--- config.mk ---
export PLATFORM = sky130hd
export DESIGN_NAME = bm_if_collapse_multi
export DESIGN_NICKNAME = d
export VERILOG_FILES = /design/src/rtl/bm_if_collapse_multi.sv
export SDC_FILE = /design/constraint.sdc
export NUM_CORES = 1
export LEC_CHECK = 0
export CORE_UTILIZATION = 45
export CTS_CLUSTER_SIZE = 28
export DETAILED_ROUTE_END_ITERATION = 7
export HOLD_SLACK_MARGIN = 0.06
export PLACE_DENSITY = 0.89
export SLEW_MARGIN = 15
export SYNTH_ARGS = -nofsm -noshare
export SYNTH_HDL_FRONTEND = slang
export SYNTH_SLANG_ARGS = --single-unit
--- constraint.sdc ---
create_clock -name clock -period 1.6 [get_ports clock]
set_input_delay 0.48 -clock clock [delete_from_list [all_inputs] [get_ports clock]]
set_output_delay 0.48 -clock clock [all_outputs]
set_load 0.02 [all_outputs]
--- src/rtl/bm_if_collapse_multi.sv ---
// bm_if_collapse_multi: CHANNELS conditional-update lanes, a lane-0 decode/hold
// pair feeding out2, and an FSM that freezes out2 after HOLD_MAX lane-0 hits.
//
// Ports:
//   clock, reset   rising-edge clock, synchronous active-high reset
//   a_in, b_in     per-lane operands, lane i at [i*WIDTH +: WIDTH]
//   c_in           per-lane enable (0 clears the lane)
//   d_in           per-lane load strobe
//   mode_in        00 AND, 01 OR, 10 XOR, 11 HOLD
//   out0, out1     lane results and "loaded" flags
//   out2           lane-0 decode result, frozen while busy
//   busy           FSM is in FREEZE
module bm_if_collapse_multi #(
  parameter int WIDTH    = 4,
  parameter int CHANNELS = 2,
  parameter int HOLD_MAX = 3
) (
  input  logic                      clock,
  input  logic                      reset,
  input  logic [CHANNELS*WIDTH-1:0] a_in,
  input  logic [CHANNELS*WIDTH-1:0] b_in,
  input  logic [CHANNELS-1:0]       c_in,
  input  logic [CHANNELS-1:0]       d_in,
  input  logic [1:0]                mode_in,
  output logic [CHANNELS*WIDTH-1:0] out0,
  output logic [CHANNELS-1:0]       out1,
  output logic [WIDTH-1:0]          out2,
  output logic                      busy
);

  localparam int CW = $clog2(HOLD_MAX + 1);

  typedef enum logic [1:0] {
    IDLE   = 2'b00,
    COUNT  = 2'b01,
    FREEZE = 2'b10
  } state_t;

  state_t                    state;
  logic [CW-1:0]             cnt;
  logic [WIDTH-1:0]          t1;
  logic [WIDTH-1:0]          t2;
  logic [CHANNELS*WIDTH-1:0] op_res;

  logic [WIDTH-1:0] a0;
  logic [WIDTH-1:0] b0;
  logic             hit;

  assign a0   = a_in[WIDTH-1:0];
  assign b0   = b_in[WIDTH-1:0];
  assign hit  = c_in[0] & d_in[0];
  assign busy = (state == FREEZE);

  // Mode 11 feeds the lane back so a load strobe only sets the flag.
  always_comb begin
    op_res = out0;
    for (int i = 0; i < CHANNELS; i++) begin
      unique case (mode_in)
        2'b00: op_res[i*WIDTH +: WIDTH] =
                 a_in[i*WIDTH +: WIDTH] & b_in[i*WIDTH +: WIDTH];
        2'b01: op_res[i*WIDTH +: WIDTH] =
                 a_in[i*WIDTH +: WIDTH] | b_in[i*WIDTH +: WIDTH];
        2'b10: op_res[i*WIDTH +: WIDTH] =
                 a_in[i*WIDTH +: WIDTH] ^ b_in[i*WIDTH +: WIDTH];
        2'b11: op_res[i*WIDTH +: WIDTH] = out0[i*WIDTH +: WIDTH];
      endcase
    end
  end

  always_ff @(posedge clock) begin
    if (reset) begin
      out0 <= '0;
      out1 <= '0;
    end else begin
      for (int i = 0; i < CHANNELS; i++) begin
        if (!c_in[i]) begin
          out0[i*WIDTH +: WIDTH] <= '0;
          out1[i]                <= 1'b0;
        end else if (d_in[i]) begin
          out0[i*WIDTH +: WIDTH] <= op_res[i*WIDTH +: WIDTH];
          out1[i]                <= 1'b1;
        end
      end
    end
  end

  // t1/t2 keep updating during FREEZE; only out2 is held.
  always_ff @(posedge clock) begin
    if (reset) begin
      t1   <= '0;
      t2   <= '0;
      out2 <= '0;
    end else begin
      if (a0 != '0)
        t1 <= ~a0;
      else if (b0 != WIDTH'(1))
        t2 <= '1;
      if (state != FREEZE)
        out2 <= t1 & t2;
    end
  end

  always_ff @(posedge clock) begin
    if (reset) begin
      state <= IDLE;
      cnt   <= '0;
    end else begin
      unique case (state)
        IDLE: begin
          if (hit && HOLD_MAX == 1) begin
            state <= FREEZE;
            cnt   <= '0;
          end else if (hit) begin
            state <= COUNT;
            cnt   <= CW'(1);
          end else begin
            cnt   <= '0;
          end
        end
        COUNT: begin
          if (hit && (cnt + CW'(1)) == CW'(HOLD_MAX)) begin
            state <= FREEZE;
            cnt   <= '0;
          end else if (hit) begin
            cnt   <= cnt + CW'(1);
          end else begin
            state <= IDLE;
            cnt   <= '0;
          end
        end
        FREEZE: begin
          cnt <= '0;
          if (!c_in[0])
            state <= IDLE;
        end
        default: begin
          state <= IDLE;
          cnt   <= '0;
        end
      endcase
    end
  end

endmodule
After elaboration in Yosys (flattened, before gate mapping)
Index checks and enable logic that the tools add are counted.
W data, S select, Z words.
{"block": "op_classes", "add_sub_neg": 1, "mul": 0, "div_mod_pow": 0, "n_lt_le_gt_ge": 0, "eq_ne": 11, "shift": 0, "mux": 11, "bitwise_logic": 13, "n_reduce_logical": 10}
{"op": "$pmux W4 S3", "count": 2}
{"op": "$and A4 B4 Y4", "count": 3}
{"op": "$mux W2", "count": 6}
{"op": "$eq A2 B2 Y1 const B", "count": 4}
{"op": "$or A4 B4 Y4", "count": 2}
{"op": "$xor A4 B4 Y4", "count": 2}
{"op": "$ne A2 B2 Y1 const B", "count": 3}
{"op": "$pmux W2 S3", "count": 1}
{"op": "$reduce_and A2 Y1", "count": 3}
{"op": "$eq A2 B1 Y1 const B", "count": 2}
{"op": "$logic_not A2 Y1", "count": 2}
{"op": "$ne A4 B1 Y1 const B", "count": 1}
{"op": "$not A1 Y1", "count": 4}
{"op": "$not A4 Y4", "count": 1}
{"op": "$pmux W2 S2", "count": 1}
{"op": "$reduce_bool A4 Y1", "count": 1}
{"op": "$reduce_or A2 Y1", "count": 2}
{"op": "$ne A3 B3 Y1 const B", "count": 1}
{"op": "$reduce_and A3 Y1", "count": 1}
{"op": "$add A2 B1 Y2 const B", "count": 1}
{"op": "$and A1 B1 Y1", "count": 1}
{"op": "$logic_and A1 B1 Y1", "count": 1}
{"op": "$mux W1", "count": 1}
{"block": "totals", "register_bits": 23, "latchBits": 0, "mem_bits_rw": 0, "rom_bits": 0, "in_bits": 24, "word_cells": 55, "mem_count": 0}

Longest topological paths before layout
{"block": "depth", "word_depth": 5, "depth_mapped": 5, "ltp_nobuf": 5}

Least setup slack after synthesis
No wires, ideal clock.
{"block": "synth_path", "path_type": "input -> register", "from": "input port mode_in[0]", "to": "register out0[1]", "t_arrival_ns": 1.357, "path_slack_ns": 0.110, "path_stages": 4, "cell_sequence": "ha_1 > nand2b_1 > a2111oi_0 > nor4_1"}
{"block": "synth_between", "elab_chain_cells": 3, "word_cells_on_any_way": 7, "cone_classes": "eq/ne (3); mux (1); bitwise (1); reduce/logical (2)"}
{"element": "from (decl)", "line_no": "24", "source": "input logic [1:0] mode_in,"}
{"element": "branches (longest 3 deep; another with $pmux W4 S3)"}
{"element": "to (signal, indexed assignment)", "line_no": "80", "source": "out0[i*WIDTH +: WIDTH] <= op_res[i*WIDTH +: WIDTH];"}
{"element": "to (decl)", "line_no": "25", "source": "output logic [CHANNELS*WIDTH-1:0] out0,"}
Several ways; the timed one is not identified.
A chain may end at the register's enable or synchronous reset.

Worst setup path after layout
{"block": "layout_path", "from": "input port b_in[0]", "to": "register out0[0]"}
{"block": "layout_between", "elab_chain_cells": 2, "word_cells_on_any_way": 4, "cone_classes": "mux (1); bitwise (3)"}
{"element": "from (decl)", "line_no": "21", "source": "input logic [CHANNELS*WIDTH-1:0] b_in,"}
{"element": "$xor A4 B4 Y4 (tied with other cells)", "line_no": "64", "source": "a_in[i*WIDTH +: WIDTH] ^ b_in[i*WIDTH +: WIDTH];"}
{"element": "$pmux W4 S3 (*)", "line_no": "58", "source": "unique case (mode_in)"}
Mark *: on every way between the ends. The rest lies on a longest branch, timed or not.

==> impl_metrics.tcl <==
set metrics [dict create \
    fillers 209 \
    violations "negative setup slack" \
    postRouteWirelength_um 3780 \
    startpoint_type "primary input" \
    viasPerCell 5.54 \
    area_growth_pct 52.7 \
    arrival_ns 1.85 \
    synthSimpleGateAreaFrac_pct 29.8 \
    slew_headroom_pct 74.6 \
    synth_top_area_share_pct 35.2 \
    synth_compound_area_share_pct 9.27 \
    synth-xor-area-share_pct 0 \
    ff_latch_area_um2 460 \
    most-common-layout-cells "23 x dfxtp_1, 21 x inv_1, 21 x clkdlybuf4s50_1, 21 x buf_4" \
    grt_pass1_vias 1281 \
    min_path_type "flip-flop to flip-flop" \
    finClkSkew_ns 0.00292 \
    vdd_drop_max_uv 500 \
    chipHeight_um 55.9 \
    rr_worst_depth 3 \
    cts_tree "yes" \
    muxShareOfSynthArea_pct 0 \
    gp_congestion 0.843 \
    critPathLaunch "b_in[0]" \
    syn-instance-count 147 \
    synthTopCellsByArea "dfxtp_1 35%, ha_1 19%, nor4_1 6.2%" \
    multi_input_area_um2 877 \
    cp.depth 5 \
    r2r_slack_ns 0.46 \
    synth_fa_ha_area_share_pct 19.1 \
    overflow 0 \
    drtIter0Drc 44 \
    hpwlAfterDp_um 2690 \
    status "complete, but fails checks" \
    worst_pin_slew_ns 0.380 \
    die-area_um2 3130 \
    crit_end "out0[0]$_SDFFE_PP0P_" \
    timing.rr.end "cnt[1]$_SDFF_PP0_" \
    layout.nets 253 \
    setup_viol 1 \
    slew_violations 0 \
    critPathMaxStageDelay_ns 0.49 \
    power_density_nw_per_um2 621 \
    synth_area_per_cell_um2 8.90 \
    min_from "out2[3]$_SDFFE_PP0P_" \
    synth_seq_cells 23 \
    syn_area_um2 1310 \
    max_freq_mhz 610 \
    layout-drive-gt1-share_pct 21.6 \
    clockRootBuffer "clkbuf_4" \
    synth_top_area_cell "dfxtp_1" \
    start_util_pct 47.5 \
    critPathTopFamily "buffers and inverters" \
    r2r_start "state[1]$_SDFFE_PP0P_" \
    wl_met1_um 1520 \
    wl_met3_um 211 \
    ys_seq_area_share_pct 35.2 \
    antenna_found_initial 0 \
    post_cts.repair.setup_buffers 0 \
    hold_viol 0 \
    core.rowCount 19 \
    hold_buffers 0 \
    path_cells "clkdlybuf4s50_1, inv_1, ha_1, a2111oi_2, nor4_1" \
    clockBufferDepth 2 \
    crit_path_end_kind "flip-flop" \
    cts-htree-levels 1 \
    synth_cell_type_count 20 \
    track_usage_pct 23.6 \
    wl_met2_um 1980 \
    clock-sinks 23 \
    maxCapViolCount 0 \
    num_antenna_cells 0 \
    worst_hold_slack_ns 0.465 \
    coreArea_um2 2760 \
    grt_max_degree 15 \
    setup_ws_ns -0.0392 \
    power_mw 1.24 \
    p_leak_nw 0.902 \
    path_clk_slew_ns 0.13 \
    crit_type "primary input to flip-flop" \
    tns_ns -0.0392 \
    antenna_left 0 \
    drt-pass1-iter-count 4 \
    ios 39 \
    drc 0 \
    yosys_warnings 0 \
    grt_pass1_wl_um 5790 \
    insertion_delay_ns 0.32 \
    synth_top_family_by_area "simple AND/OR/NAND/NOR gates" \
    fin_crit_sh_pct 102 \
    synth_nets 191 \
    path_max_fanout 2 \
    drt-wirelength-per-cell_um 15.8 \
    port_buffers 38 \
    cp.required_ns 1.81 \
    num_vias 1323 \
    worst-path-buf-inv 2 \
    top_layer_used "met4" \
    crit_slowest_cell "clkdlybuf4s50_1" \
    cts_buffers 3 \
    period_needed_ns 1.64 \
    hold_depth 2 \
    die_x_um 55.9 \
    layout_commonest_cell "dfxtp_1" \
]
-- power breakdown --
group	internal (mW)	switching, mW
clock	0.0956	0.189
sequential	0.594	0.0133
combinational	0.178	0.170
total	0.868	0.372
-- through the flow --
step	setup WS [ns]	cells	util (%)	instance area, µm²
floorplan	0.110	147	-	1310
global placement	-0.477	235	68.1	1880
detailed placement	-0.588	235	68.1	1880
CTS	0.00243	239	70.2	1940
global route	-0.0398	239	72.5	2000
finish	-0.0392	239	72.5	2000
-- cells by family (layout without fill, tap and decap cells) --
group                    after synthesis  count (layout)
AND/OR/NAND/NOR                       64              64
flip-flops                            23              23
buffers and inverters                 23              84
adder cells (fa/ha/maj)               20              20
AO/OA/AOI/OAI                         17              17
-- sequential cells by signal, indices dropped and copies added, names as in the netlist --
name   cells
state      2
out2       4
cnt        2
out0       8
t1         4
out1       2
t2         1
-- Yosys cell counts --
cell       count
nor2_1        13
nand3_1        4
nand4b_1       1
or3b_4         1
a2111oi_0      8
nor4b_4        1
nor3b_1        8
nand2b_4       1
nor4_1        13
dfxtp_1       23
inv_1         21
nor2b_1       10
o41ai_1        1
ha_1          20
nor3_1         4
a21oi_1        7
nand2_1        4
clkbuf_1       2
nand2b_1       4
o21a_1         1
-- worst min-delay path: cells and delay by family, from the launching register on --
family           cells  cell delay, ns
AO/OA/AOI/OAI        1            0.05
flip-flops           1            0.34
AND/OR/NAND/NOR      1            0.05
-- final cells by class --
type                            count  area share [%]
Multi-Input combinational cell    101            43.9
Timing Repair Buffer               59            25.7
Sequential cell                    23            23.0
Inverter                           21            3.94
Tap cell                           31            1.94
Clock buffer                        3            1.13
Clock inverter                      1           0.376
-- worst min-delay path by stage --
stage / to / slack [ns]
4_1_cts: out2[3]$_SDFFE_PP0P_ / 0.47
6_report: out2[3]$_SDFFE_PP0P_ / 0.46
5_1_grt: out2[2]$_SDFFE_PP0P_ / 0.49
3_5_place_dp: out2[3]$_SDFFE_PP0P_ / 0.45
2_1_floorplan: out2[0]$_SDFFE_PP0P_ / 0.45
3_3_place_gp: out2[3]$_SDFFE_PP0P_ / 0.44
-- routing by layer --
metal | global-route usage, % | up-vias
met1 | 28.4 | 617
met5 | 0 | -
met4 | 9.41 | 0
li1 | - | 640
met3 | 3.26 | 9
met2 | 42.3 | 57
-- what timing repair did --
item / 4_1_cts / 5_1_grt
resized for setup: 35 / 12
endpoints found under the setup margin: 23 / 8
pin swaps: 2 / 3
Power figures use the tool's default switching activity.
